<file path="config.mk">
export PLATFORM = sky130hd
export DESIGN_NAME = uart_cmd_decoder_flat
export DESIGN_NICKNAME = d
export VERILOG_FILES = /design/src/rtl/uart_cmd_decoder_if.sv /design/src/rtl/uart_cmd_decoder.sv /design/src/flat_wrapper.sv
export SDC_FILE = /design/constraint.sdc
export NUM_CORES = 1
export LEC_CHECK = 0
export BUFFER_PORTS_ARGS = -buffer_cell sky130_fd_sc_hd__buf_4
export CAP_MARGIN = 10
export CORE_ASPECT_RATIO = 0.9
export CORE_MARGIN = 4
export CORE_UTILIZATION = 50
export CTS_CLUSTER_DIAMETER = 80
export DETAILED_ROUTE_END_ITERATION = 8
export PLACE_DENSITY = 0.81
export SLEW_MARGIN = 20
export SYNTH_ARGS = -nofsm -noshare
export SYNTH_HDL_FRONTEND = slang
export SYNTH_SLANG_ARGS = --single-unit
export TNS_END_PERCENT = 20
</file>
<file path="constraint.sdc">
create_clock -name clk -period 3.98 [get_ports clk]
set_input_delay 0.199 -clock clk [delete_from_list [all_inputs] [get_ports clk]]
set_output_delay 0.199 -clock clk [all_outputs]
set_load 0.05 [all_outputs]
</file>
<file path="src/rtl/uart_cmd_decoder_if.sv">
// RX FIFO read port seen by the command decoder.
// First-word-fall-through data with a pop strobe back to the FIFO.
interface uart_cmd_decoder_if;
    logic       rx_empty;
    logic [7:0] rx_data;
    logic       rx_pop;

    modport master (
        output rx_empty,
        output rx_data,
        input  rx_pop
    );

    modport slave (
        input  rx_empty,
        input  rx_data,
        output rx_pop
    );
endinterface

</file>
<file path="src/rtl/uart_cmd_decoder.sv">
// UART command decoder: pops RX bytes, matches a command table, pulses.
// Optional macro CMD_CASE_FOLD_EN folds lowercase bytes before matching.
module uart_cmd_decoder #(
    parameter int                   NUM_CMD     = 4,
    parameter logic [8*NUM_CMD-1:0] CMD_CHARS   = {8'h53, 8'h4D, 8'h43, 8'h52},
    parameter int                   MODE        = 0,
    parameter int                   TIMEOUT_CYC = 100_000_000,
    parameter int                   ERR_W       = 8
) (
    input  logic                 clk,
    input  logic                 rst,
    uart_cmd_decoder_if.slave    rx,
    output logic [NUM_CMD-1:0]   cmd_pulse,
    output logic                 cmd_valid,
    output logic [((NUM_CMD > 1) ? $clog2(NUM_CMD) : 1)-1:0] cmd_idx,
    output logic                 pending,
    output logic [ERR_W-1:0]     err_cnt
);

    localparam int IW = (NUM_CMD > 1) ? $clog2(NUM_CMD) : 1;
    localparam int TW = (TIMEOUT_CYC > 2) ? $clog2(TIMEOUT_CYC) : 1;
    localparam logic [TW-1:0] TMAX = TW'(TIMEOUT_CYC - 1);

    typedef enum logic {
        IDLE,
        ARMED
    } state_t;

    state_t               state_q, state_d;
    logic [IW-1:0]        idx_q, idx_d;
    logic [TW-1:0]        tmr_q, tmr_d;
    logic [NUM_CMD-1:0]   pulse_q, pulse_d;
    logic                 valid_q, valid_d;
    logic [IW-1:0]        cidx_q, cidx_d;
    logic [ERR_W-1:0]     err_q, err_d;

    logic                 pop;
    logic [7:0]           rx_byte;
    logic                 hit;
    logic [IW-1:0]        hit_idx;
    logic                 is_term;
    logic                 emit;
    logic [IW-1:0]        emit_idx;
    logic                 err_inc;

    // Pop whenever the FIFO has data; never while held in reset.
    assign pop       = !rx.rx_empty && !rst;
    assign rx.rx_pop = pop;
    assign is_term   = (rx.rx_data == 8'h0D) || (rx.rx_data == 8'h0A);

    // Optional lowercase fold so 'r' matches an 'R' table entry.
    always_comb begin
        rx_byte = rx.rx_data;
`ifdef CMD_CASE_FOLD_EN
        if (rx_byte >= 8'h61 && rx_byte <= 8'h7A) begin
            rx_byte[5] = 1'b0;
        end
`else
        rx_byte = rx.rx_data;
`endif
    end

    // Parallel table compare; scanning downward lets the lowest index win.
    always_comb begin
        hit     = 1'b0;
        hit_idx = '0;
        for (int i = NUM_CMD - 1; i >= 0; i--) begin
            if (rx_byte == CMD_CHARS[8*i +: 8]) begin
                hit     = 1'b1;
                hit_idx = IW'(i);
            end
        end
    end

    // Next-state, timer, pulse and error-count decisions.
    always_comb begin
        state_d  = state_q;
        idx_d    = idx_q;
        tmr_d    = tmr_q;
        pulse_d  = '0;
        valid_d  = 1'b0;
        cidx_d   = cidx_q;
        err_d    = err_q;
        emit     = 1'b0;
        emit_idx = idx_q;
        err_inc  = 1'b0;

        if (MODE == 0) begin
            state_d = IDLE;
            tmr_d   = '0;
            if (pop) begin
                if (hit) begin
                    emit     = 1'b1;
                    emit_idx = hit_idx;
                end else if (!is_term) begin
                    err_inc = 1'b1;
                end
            end
        end else begin
            unique case (state_q)
                IDLE: begin
                    if (pop) begin
                        if (hit) begin
                            idx_d   = hit_idx;
                            tmr_d   = '0;
                            state_d = ARMED;
                        end else if (!is_term) begin
                            err_inc = 1'b1;
                        end
                    end
                end
                ARMED: begin
                    if (pop) begin
                        if (is_term) begin
                            emit     = 1'b1;
                            emit_idx = idx_q;
                            state_d  = IDLE;
                        end else if (hit) begin
                            idx_d   = hit_idx;
                            tmr_d   = '0;
                            err_inc = 1'b1;
                        end else begin
                            state_d = IDLE;
                            err_inc = 1'b1;
                        end
                    end else if (tmr_q == TMAX) begin
                        state_d = IDLE;
                        err_inc = 1'b1;
                    end else begin
                        tmr_d = tmr_q + TW'(1);
                    end
                end
                default: state_d = IDLE;
            endcase
        end

        if (emit) begin
            valid_d = 1'b1;
            cidx_d  = emit_idx;
            for (int i = 0; i < NUM_CMD; i++) begin
                pulse_d[i] = (emit_idx == IW'(i));
            end
        end

        if (err_inc && (err_q != {ERR_W{1'b1}})) begin
            err_d = err_q + ERR_W'(1);
        end
    end

    // State and registered outputs; reset drops any pending command.
    always_ff @(posedge clk or posedge rst) begin
        if (rst) begin
            state_q <= IDLE;
            idx_q   <= '0;
            tmr_q   <= '0;
            pulse_q <= '0;
            valid_q <= 1'b0;
            cidx_q  <= '0;
            err_q   <= '0;
        end else begin
            state_q <= state_d;
            idx_q   <= idx_d;
            tmr_q   <= tmr_d;
            pulse_q <= pulse_d;
            valid_q <= valid_d;
            cidx_q  <= cidx_d;
            err_q   <= err_d;
        end
    end

    assign cmd_pulse = pulse_q;
    assign cmd_valid = valid_q;
    assign cmd_idx   = cidx_q;
    assign pending   = (state_q == ARMED);
    assign err_cnt   = err_q;

endmodule

</file>
<file path="src/flat_wrapper.sv">
// flat-port wrapper written by rule: the top's interface ports become plain ports
module uart_cmd_decoder_flat 
#(
    parameter int                   NUM_CMD     = 4,
    parameter logic [8*NUM_CMD-1:0] CMD_CHARS   = {8'h53, 8'h4D, 8'h43, 8'h52},
    parameter int                   MODE        = 0,
    parameter int                   TIMEOUT_CYC = 100_000_000,
    parameter int                   ERR_W       = 8
)
  (clk, rst, cmd_pulse, cmd_valid, cmd_idx, pending, err_cnt, rx_rx_empty, rx_rx_data, rx_rx_pop);
  uart_cmd_decoder_if rx_i ();
  input  logic clk;
  input  logic rst;
  output logic [NUM_CMD-1:0] cmd_pulse;
  output logic cmd_valid;
  output logic [((NUM_CMD > 1) ? $clog2(NUM_CMD) : 1)-1:0] cmd_idx;
  output logic pending;
  output logic [ERR_W-1:0] err_cnt;
  input wire logic [$bits(rx_i.rx_empty)-1:0] rx_rx_empty;
  input wire logic [$bits(rx_i.rx_data)-1:0] rx_rx_data;
  output wire logic [$bits(rx_i.rx_pop)-1:0] rx_rx_pop;
  assign rx_i.rx_empty = rx_rx_empty;
  assign rx_i.rx_data = rx_rx_data;
  assign rx_rx_pop = rx_i.rx_pop;
  uart_cmd_decoder #(.NUM_CMD(NUM_CMD), .CMD_CHARS(CMD_CHARS), .MODE(MODE), .TIMEOUT_CYC(TIMEOUT_CYC), .ERR_W(ERR_W)) u_core (.clk(clk), .rst(rst), .rx(rx_i), .cmd_pulse(cmd_pulse), .cmd_valid(cmd_valid), .cmd_idx(cmd_idx), .pending(pending), .err_cnt(err_cnt));
endmodule
</file>
==> results.yml, run 1 <==
place:
  numPortBuffers: 26
  dpl.hpwl_mm: 1.16
  gp_congestion: 0.807
  place_ws_ps: 2200
  postPlaceCellArea_um2: 935
cells_and_area:
  drive_gt1_share_pct: 38.5
  fin_nets: 109
  fin_area_um2: 972
  syn_to_final_growth_pct: 31.3
  n_antenna_cell: 0
sta:
  setup_ws_ps: 2200
  finalHoldViolCount: 0
  period_share_pct: 44.7
  tightest_slew_ps: 540
  max_slew_margin_pct: 64.0
  setup_viol: 0
  skew_ps: 1.48
  grt_setup_unrepaired: "false"
  drv_slew: 0
  layout_min_cycle_time_ps: 1780
  setup_tns_ps: 0
  fmax_mhz: 562
hold_path:
  hp-class: "input port to register"
  min_delay_path_depth: 2
  holdCritStartpoint: "rx_rx_data[4]"
  min_to: "u_core.cmd_pulse[1]$_DFF_PP0_"
detailed_routing:
  wl_met2_um: 748
  wl_met3_um: 103
  vias_per_cell: 5.28
  wl_per_cell_um: 13.2
  wirelength_mm: 1.45
  ant_nets: 0
  drc_errors: 0
  drtIter0Drc: 6
  wl_met1_um: 582
  firstDrtPassIters: 2
  topRoutingLayerUsed: "met4"
  vias: 581
synthesis:
  yosysSeqAreaShare_pct: 50.7
  synth-seq-cells: 15
  syn_nets: 79
  yosysTopAreaCellShare_pct: 50.7
  synth_most_common_cell: "dfrtp_1"
  ys_top_cells_by_area: "dfrtp_1 (51%), xnor2_1 (8.3%), nand4_1 (4.2%), a221oi_4 (3.5%), and4bb_2 (3.4%)"
  synth_top_area_cell: "dfrtp_1"
  synth_edf_count: 0
  async_flop_share_pct: 100
  synth_cell_types: 27
  ys.flop_type: "dfrtp_1"
  syn_area_per_cell_um2: 11.1
  synthCells: 67
  ys_top_cells_by_count: "dfrtp_1 (15), xnor2_1 (7), nand4_1 (5)"
  netlist_area_um2: 741
  yosys_warnings: 0
clocking:
  clk_pin_slew_ps: 90
  hold_buffers: 1
  cts_tree: "yes"
  postCtsSetupBuffers: 0
  root_buffer: "clkbuf_4"
  cts_sinks: 15
  cts_buffers: 3
  clk_path_buf_depth: 2
  insertion_delay_ps: 280
  cts_max_level: 1
  cts_resized: 0
worst_setup_path:
  r2r_slack_ps: 2250
  cp_max_fo: 8
  cp-end-kind: "register"
  crit_path_max_incr_delay_ps: 540
  cp_cell_sequence: "dlygate4sd3_1, buf_4, nor2_1, o21ai_0, a221oi_4, mux2_2"
  critPathLaunchType: "input port"
  cp_slowest_cell: "dlygate4sd3_1"
  r2r_cells: 5
  cp.arrival_ps: 1960
  reg2reg_to: "u_core.err_cnt[1]$_DFFE_PP0P_"
  worst-setup-path-type: "input port to register"
  r2r_start: "u_core.err_cnt[0]$_DFFE_PP0P_"
  worstPathRequired_ps: 4160
global_routing:
  antenna_found_initial: 0
  grt_pass1_vias: 577
  grt_pass1_wl_mm: 2.39
  grt_start_max_net_pins: 16
  grt_overflow: 0
  track_usage_pct: 14.2
floorplanning:
  dieArea_mm2: 0.00216
  initial_core_util_pct: 56.7
  core_mm2: 0.00131
  ios: 28
  die_x_um: 48.6
  die_y_um: 44.5
  rows: 12
outcome:
  status: "completed"
power_and_ir_drop:
  power_density_mw_per_mm2: 551
  cellLeakagePower_uw: 0.000482
  p_total_uw: 536
  peakVddDrop_mv: 0.520
run:
  maxCapViolCount: 0
## metal layers
metal,track usage (%),vias up
met2,25.0,17
li1,-,289
met4,4.84,0
met5,0,-
met3,6.40,4
met1,15.2,271
## area by class of cell
cell class / instances / area, um^2
clock buffer: 3 / 22.5
timing repair buffer: 27 / 205
fill: 97 / 334
multi-input combinational: 46 / 332
inverter: 4 / 15.0
clock inverter: 1 / 5.00
sequential: 15 / 375
tap: 14 / 17.5
## critical path, delay by kind of cell
kind,cells,cell delay (ps)
buffers and inverters,2,670
AOI/OAI and AO/OA,2,550
muxes,1,380
and+or+nand+nor,1,170
## how the worst max path moves through the flow
stage                       start                       endpoint  slack (ps)  cells after the start
floorplan             rx_rx_empty  u_core.err_cnt[1]$_DFFE_PP0P_        1910                      4
global placement    rx_rx_data[0]  u_core.err_cnt[1]$_DFFE_PP0P_        2230                      5
detailed placement  rx_rx_data[0]  u_core.err_cnt[1]$_DFFE_PP0P_        2200                      5
CTS                           rst  u_core.err_cnt[1]$_DFFE_PP0P_        2210                      6
global route                  rst  u_core.err_cnt[6]$_DFFE_PP0P_        2080                      7
finish                        rst  u_core.err_cnt[1]$_DFFE_PP0P_        2200                      6
## flip-flops by register name, indices dropped and copies added, names as in the netlist
| name | cells |
|---|---|
| u_core.cmd_valid | 1 |
| u_core.cmd_pulse | 4 |
| u_core.cmd_idx | 2 |
| u_core.err_cnt | 8 |
## through the flow
step	util, %	cells	hold WS [ps]
global placement	71.6	105	285
finish	74.4	110	112
detailed placement	71.6	105	295
floorplan	-	67	100
CTS	74.4	110	102
global route	74.4	110	111
## cells in the final DEF (no fill, tap or decap), drive strengths merged, types with 2 or more instances in the layout
cell type and count:
and2 2, clkbuf 3, and3 3, xnor2 7
inv 4, dfrtp 15, nand2 4, nor2 4
nand3 2, nand4 5, buf 26, nor3b 2
o22ai 2, a21oi 2, and4bb 2
## power breakdown
| group | switching, uW | internal (uW) |
|---|---|---|
| Sequential | 37.8 | 182 |
| Combinational | 152 | 78.0 |
| Clock | 48.2 | 37.4 |
| Total | 238 | 297 |
## cells by family after synthesis
logic type                 synth area share (%)
muxes                                      1.52
buffers and inverters                      4.56
xor gates and xnor gates                   9.46
AOI/OAI and AO/OA                          9.80
and+or+nand+nor                            21.8
other                                     0.506
DFF                                        50.7
adders and majority gates                  1.69
Power figures use the tool's default switching activity.
==> inputs of run 2 (changes only) <==
Settings changed: ABC_AREA set to 1, CORE_UTILIZATION 50 to 46, PLACE_DENSITY 0.81 to 0.75.
Clock period 3.98 ns to 1.5 ns, I/O delays scaled along.
==> results.yml, run 2 <==
outcome:
  status: "completed"
detailed_routing:
  ant_nets: 0
  vias_per_cell: 4.70
  wirelength_mm: 2.08
  wl_per_cell_um: 11.4
  drtIter0Drc: 27
  firstDrtPassIters: 4
  drc_errors: 0
  vias: 860
worst_setup_path:
  cp_cell_sequence: "ha_4, inv_2, nor2_2, nand2_1, nand3_4, nor2_4, nand2_4, nand2_1, nand2_1"
  cp.arrival_ps: 1590
  critPathLaunchType: "register"
  cp_max_fo: 8
  cpMostUsedCell: "nand2_1"
  critPathBufInv: 1
  cp-end-kind: "register"
  crit_path_max_incr_delay_ps: 450
  worst-setup-path-type: "register to register"
  crit_family: "simple AND/OR/NAND/NOR gates"
  cp_slowest_cell: "dfrtp_2"
  worstPathRequired_ps: 1680
cells_and_area:
  fin_area_mm2: 0.00129
  fin_nets: 171
  final_common_cell: "nand2_1"
  largest_reg_flops: 8
  drive_gt1_share_pct: 40.5
  syn_to_final_growth_pct: 30.6
  n_antenna_cell: 0
  final_cell_mix: "nand2_1 (34), buf_4 (29), inv_1 (17)"
clocking:
  cts_sinks: 15
  clk_pin_slew_ps: 90
  clk_path_buf_depth: 2
  cts_buffers: 3
  cts_resized: 0
  cts_tree: "yes"
  insertion_delay_ps: 280
  cts_max_level: 1
  root_buffer: "clkbuf_4"
synthesis:
  syn_area_per_cell_um2: 7.98
  synth_cell_types: 21
  synth_most_common_cell: "nand2_1"
  netlist_area_um2: 990
  synth-seq-cells: 15
  yosysTopAreaCellShare_pct: 37.9
  synth_edf_count: 0
  yosysSeqAreaShare_pct: 37.9
  ys_top_cells_by_count: "nand2_1 (34), inv_1 (18), dfrtp_1 (15)"
  ys_top_cells_by_area: "dfrtp_1 (38%), nand2_1 (13%), inv_1 (6.8%), nand2_4 (6.8%), nand3_1 (6.6%)"
  synth_top_area_cell: "dfrtp_1"
  ys.flop_type: "dfrtp_1"
  syn_nets: 136
  async_flop_share_pct: 100
  synthCells: 124
  yosys_warnings: 0
place:
  dpl.hpwl_mm: 1.65
  numPortBuffers: 26
  postPlaceCellArea_mm2: 0.00124
  gp_congestion: 0.781
sta:
  layout_min_cycle_time_ps: 1410
  setup_tns_ps: 0
  grt_setup_unrepaired: "false"
  skew_ps: 3.83
  timing.hold.ws_ps: 89.5
  period_share_pct: 93.8
  max_slew_margin_pct: 60.4
  tightest_slew_ps: 593
  drv_slew: 0
  fmax_mhz: 711
  finalHoldViolCount: 0
  setup_viol: 0
global_routing:
  grt_pass1_vias: 821
  antenna_found_initial: 0
  grt_start_max_net_pins: 16
  track_usage_pct: 15.3
  grt_overflow: 0
  grt_pass1_wl_mm: 3.58
hold_path:
  hp-class: "input port to register"
floorplanning:
  ios: 28
  rows: 15
  core_mm2: 0.00197
  die_x_um: 56.9
  initial_core_util_pct: 50.2
  dieArea_mm2: 0.00296
  die_y_um: 52.0
power_and_ir_drop:
  power_density_mw_per_mm2: 996
  p_total_uw: 1290
  cellLeakagePower_uw: 0.000758
  peakVddDrop_mv: 0.960
run:
  maxCapViolCount: 0
## run 2: power by group
| group | switching, uW | internal [uW] | leakage (uW) |
|---|---|---|---|
| Sequential | 61.4 | 461 | 0.000200 |
| Clock | 126 | 103 | 0.0000150 |
| Combinational | 343 | 193 | 0.000543 |
| Total | 531 | 757 | 0.000758 |
## run 2: final cells by class
cell class | count | area, um^2
Clock buffer | 4 | 26.3
Multi-Input combinational cell | 90 | 557
Inverter | 19 | 71.3
Sequential cell | 15 | 379
Timing Repair Buffer | 30 | 228
Tap cell | 25 | 31.3
Fill cell | 167 | 678
## run 2: cells by family after synthesis
logic type	count (synthesis)	share of synthesized area, %
AND/OR/NAND/NOR	81	47.5
buffers and inverters	20	7.96
adder cells (fa/ha/maj)	1	1.26
AO/OA/AOI/OAI	1	0.505
other	1	0.379
XOR/XNOR	5	4.42
flip-flops	15	37.9
## run 2: worst reg2reg max path: cells and delay by family, from the launching register on
family,cells,cell delay (ps)
adder cells (fa/ha/maj),1,170
buffers and inverters,1,60
flip-flops,1,450
AND/OR/NAND/NOR,7,620
## run 2: metrics by stage
| step | cells | utilization [%] | worst slack [ps] |
|---|---|---|---|
| after global placement | 176 | 63.0 | 80.0 |
| after global routing | 183 | 65.6 | 2.72 |
| after CTS | 181 | 64.9 | 24.8 |
| after floorplan | 124 | - | 0.0324 |
| after detailed placement | 176 | 63.0 | 37.9 |
| final | 183 | 65.6 | 93.4 |
## run 2: path summary, 6_finish.rpt
kind,end,start,cells past startpoint,slack (ps)
max in group asynchronous,u_core.err_cnt[1]$_DFFE_PP0P_,rst,3,650
max,u_core.err_cnt[5]$_DFFE_PP0P_,u_core.err_cnt[0]$_DFFE_PP0P_,9,90
min,u_core.cmd_pulse[0]$_DFF_PP0_,rx_rx_empty,4,90
min reg2reg,u_core.cmd_idx[1]$_DFFE_PP0P_,u_core.cmd_idx[1]$_DFFE_PP0P_,2,530
max reg2reg,u_core.err_cnt[5]$_DFFE_PP0P_,u_core.err_cnt[0]$_DFFE_PP0P_,9,90
min in group asynchronous,u_core.err_cnt[6]$_DFFE_PP0P_,rst,3,430
## run 2: repair_timing
| item | in CTS | in global routing |
|---|---|---|
| endpoints found under the hold margin | 15 | 0 |
| setup endpoints to repair | 0 | 8 |
| buffers inserted | 0 | 1 |
| hold buffers | 1 | 0 |
## run 2: routing by layer
| metal | GRT usage, % | part of all wire [%] | vias to the layer above |
|---|---|---|---|
| li1 | - | - | 446 |
| met1 | 18.7 | 39 | 388 |
| met2 | 28.5 | 55 | 26 |
| met3 | 4.22 | 5.8 | 0 |
| met4 | 0 | 0 | 0 |
| met5 | 0 | 0 | - |
==> inputs of run 3 (changes only) <==
Settings changed: CORE_UTILIZATION 46 to 50, PLACE_DENSITY 0.75 to 0.77.
Clock period 1.5 ns to 1.4 ns, I/O delays scaled along.
==> results.yml, run 3 (synthesis gave the netlist of run 2 again) <==
global_routing:
  track_usage_pct: 18.5
  grt_pass1_vias: 941
  grt_pass1_wl_mm: 3.80
  antenna_found_initial: 0
  grt_start_max_net_pins: 16
  grt_overflow: 0
power_and_ir_drop:
  swShare_pct: 41.9
  peakVddDrop_mv: 0.897
  combPwrFrac_pct: 47.9
  p_sw_uw: 625
  cellLeakagePower_uw: 0.000809
  power_density_mw_per_mm2: 1080
  seqPwrFrac_pct: 35.5
  clkPwrFrac_pct: 16.6
  internal-power_uw: 868
  p_total_uw: 1490
worst_setup_path:
  worstPathRequired_ps: 1580
  worst-setup-path-type: "register to register"
  critPathLaunchType: "register"
  cp-end-kind: "register"
  cp_max_fo: 8
  cp.arrival_ps: 1570
sta:
  max_slew_margin_pct: 61.4
  finalHoldViolCount: 0
  drv_slew: 0
  setup_ws_ps: 7.50
  layout_min_cycle_time_ps: 1390
  fmax_mhz: 718
  skew_ps: 4.73
  period_share_pct: 99.5
  grt_setup_unrepaired: "true"
  tightest_slew_ps: 578
  setup_viol: 0
detailed_routing:
  wirelength_mm: 2.43
  drtIter0Drc: 15
  drc_errors: 0
  vias: 948
  ant_nets: 0
  firstDrtPassIters: 4
  vias_per_cell: 4.96
  wl_per_cell_um: 12.7
hold_path:
  hp-class: "input port to register"
floorplanning:
  core_mm2: 0.00177
  dieArea_mm2: 0.00276
  die_x_um: 54.9
  initial_core_util_pct: 55.9
  rows: 14
  die_y_um: 50.2
  ios: 28
cells_and_area:
  n_antenna_cell: 0
  syn_to_final_growth_pct: 39.8
  largest_reg_flops: 8
  drive_gt1_share_pct: 46.7
  final_cell_mix: "buf_4 (38), nand2_1 (30), inv_1 (17)"
  final_common_cell: "buf_4"
  fill_cells: 131
  final_cells: 191
  fin_nets: 180
clocking:
  cts_max_level: 1
  clk_path_buf_depth: 2
  clk_pin_slew_ps: 90
  root_buffer: "clkbuf_4"
  cts_tree: "yes"
  insertion_delay_ps: 280
  cts_sinks: 15
  cts_buffers: 3
place:
  numPortBuffers: 26
  placedCellCount: 181
  dpl.hpwl_mm: 1.78
  place_ws_ps: -65.2
  gp_congestion: 0.805
run:
  maxCapViolCount: 0
outcome:
  status: "completed"
==> run 3: timing repair <==
action                                  CTS  global route
buffers inserted                          3             2
cloned                                    0             0
endpoints found under the setup margin    8             8
gates resized for setup                   0             8
hold buffers                              1             0
hold endpoints to repair                 15             0
pin swaps                                 1             5
==> run 3: worst max-delay path, cell delays in order (launching register included) <==
cell and delay (ps):
dfrtp_2 440, ha_4 180, inv_4 60, nor2_4 40
nand2_2 70, nand3_4 70, nor2_4 180, nand2_4 110
nand2_2 90, nand2_2 50
==> run 3: routing by layer <==
layer | wire [um] | vias to the layer above | global-route usage, %
li1 | - | 462 | -
met1 | 912 | 444 | 19.0
met2 | 1340 | 38 | 33.5
met3 | 137 | 4 | 5.62
met4 | 44 | 0 | 7.69
met5 | 0 | - | 0
==> run 3: path summary, 6_finish.rpt <==
kind                                               start                       endpoint  slack (ps)  cells past startpoint
setup / recovery           u_core.err_cnt[1]$_DFFE_PP0P_  u_core.err_cnt[0]$_DFFE_PP0P_           8                      9
hold / removal                               rx_rx_empty  u_core.cmd_pulse[3]$_DFF_PP0_          80                      4
setup reg to reg           u_core.err_cnt[1]$_DFFE_PP0P_  u_core.err_cnt[0]$_DFFE_PP0P_           8                      9
hold reg to reg            u_core.cmd_idx[1]$_DFFE_PP0P_  u_core.cmd_idx[1]$_DFFE_PP0P_         510                      2
max in group asynchronous                            rst  u_core.err_cnt[0]$_DFFE_PP0P_         570                      3
min in group asynchronous                            rst  u_core.err_cnt[3]$_DFFE_PP0P_         420                      3
==> run 3: cell type report <==
type,instances,area (um^2),share of cell area [%]
Timing Repair Buffer,40,307,22.2
Inverter,19,73.8,5.33
Multi-Input combinational cell,89,568,41.0
Sequential cell,15,379,27.4
Clock buffer,4,26.3,1.90
Tap cell,24,30.0,2.17
==> run 3: power groups by stage <==
stage	clock network [uW]	logic, uW	registers, uW
2_1_floorplan	0	184	764
3_3_place_gp	0	640	538
3_5_place_dp	0	656	540
4_1_cts	253	671	530
5_1_grt	277	755	535
6_report	248	715	530
==> run 3: per-stage QoR <==
stage | cell area, um^2 | hold slack (ps) | TNS (ps) | utilization (%)
global placement | 1290 | 185 | -0.737 | 72.7
finish | 1380 | 81.2 | 0 | 78.2
global route | 1380 | 84.6 | -351 | 78.2
CTS | 1350 | 79.1 | 0 | 76.0
detailed placement | 1290 | 194 | -331 | 72.7
floorplan | 1010 | -28.7 | -760 | -
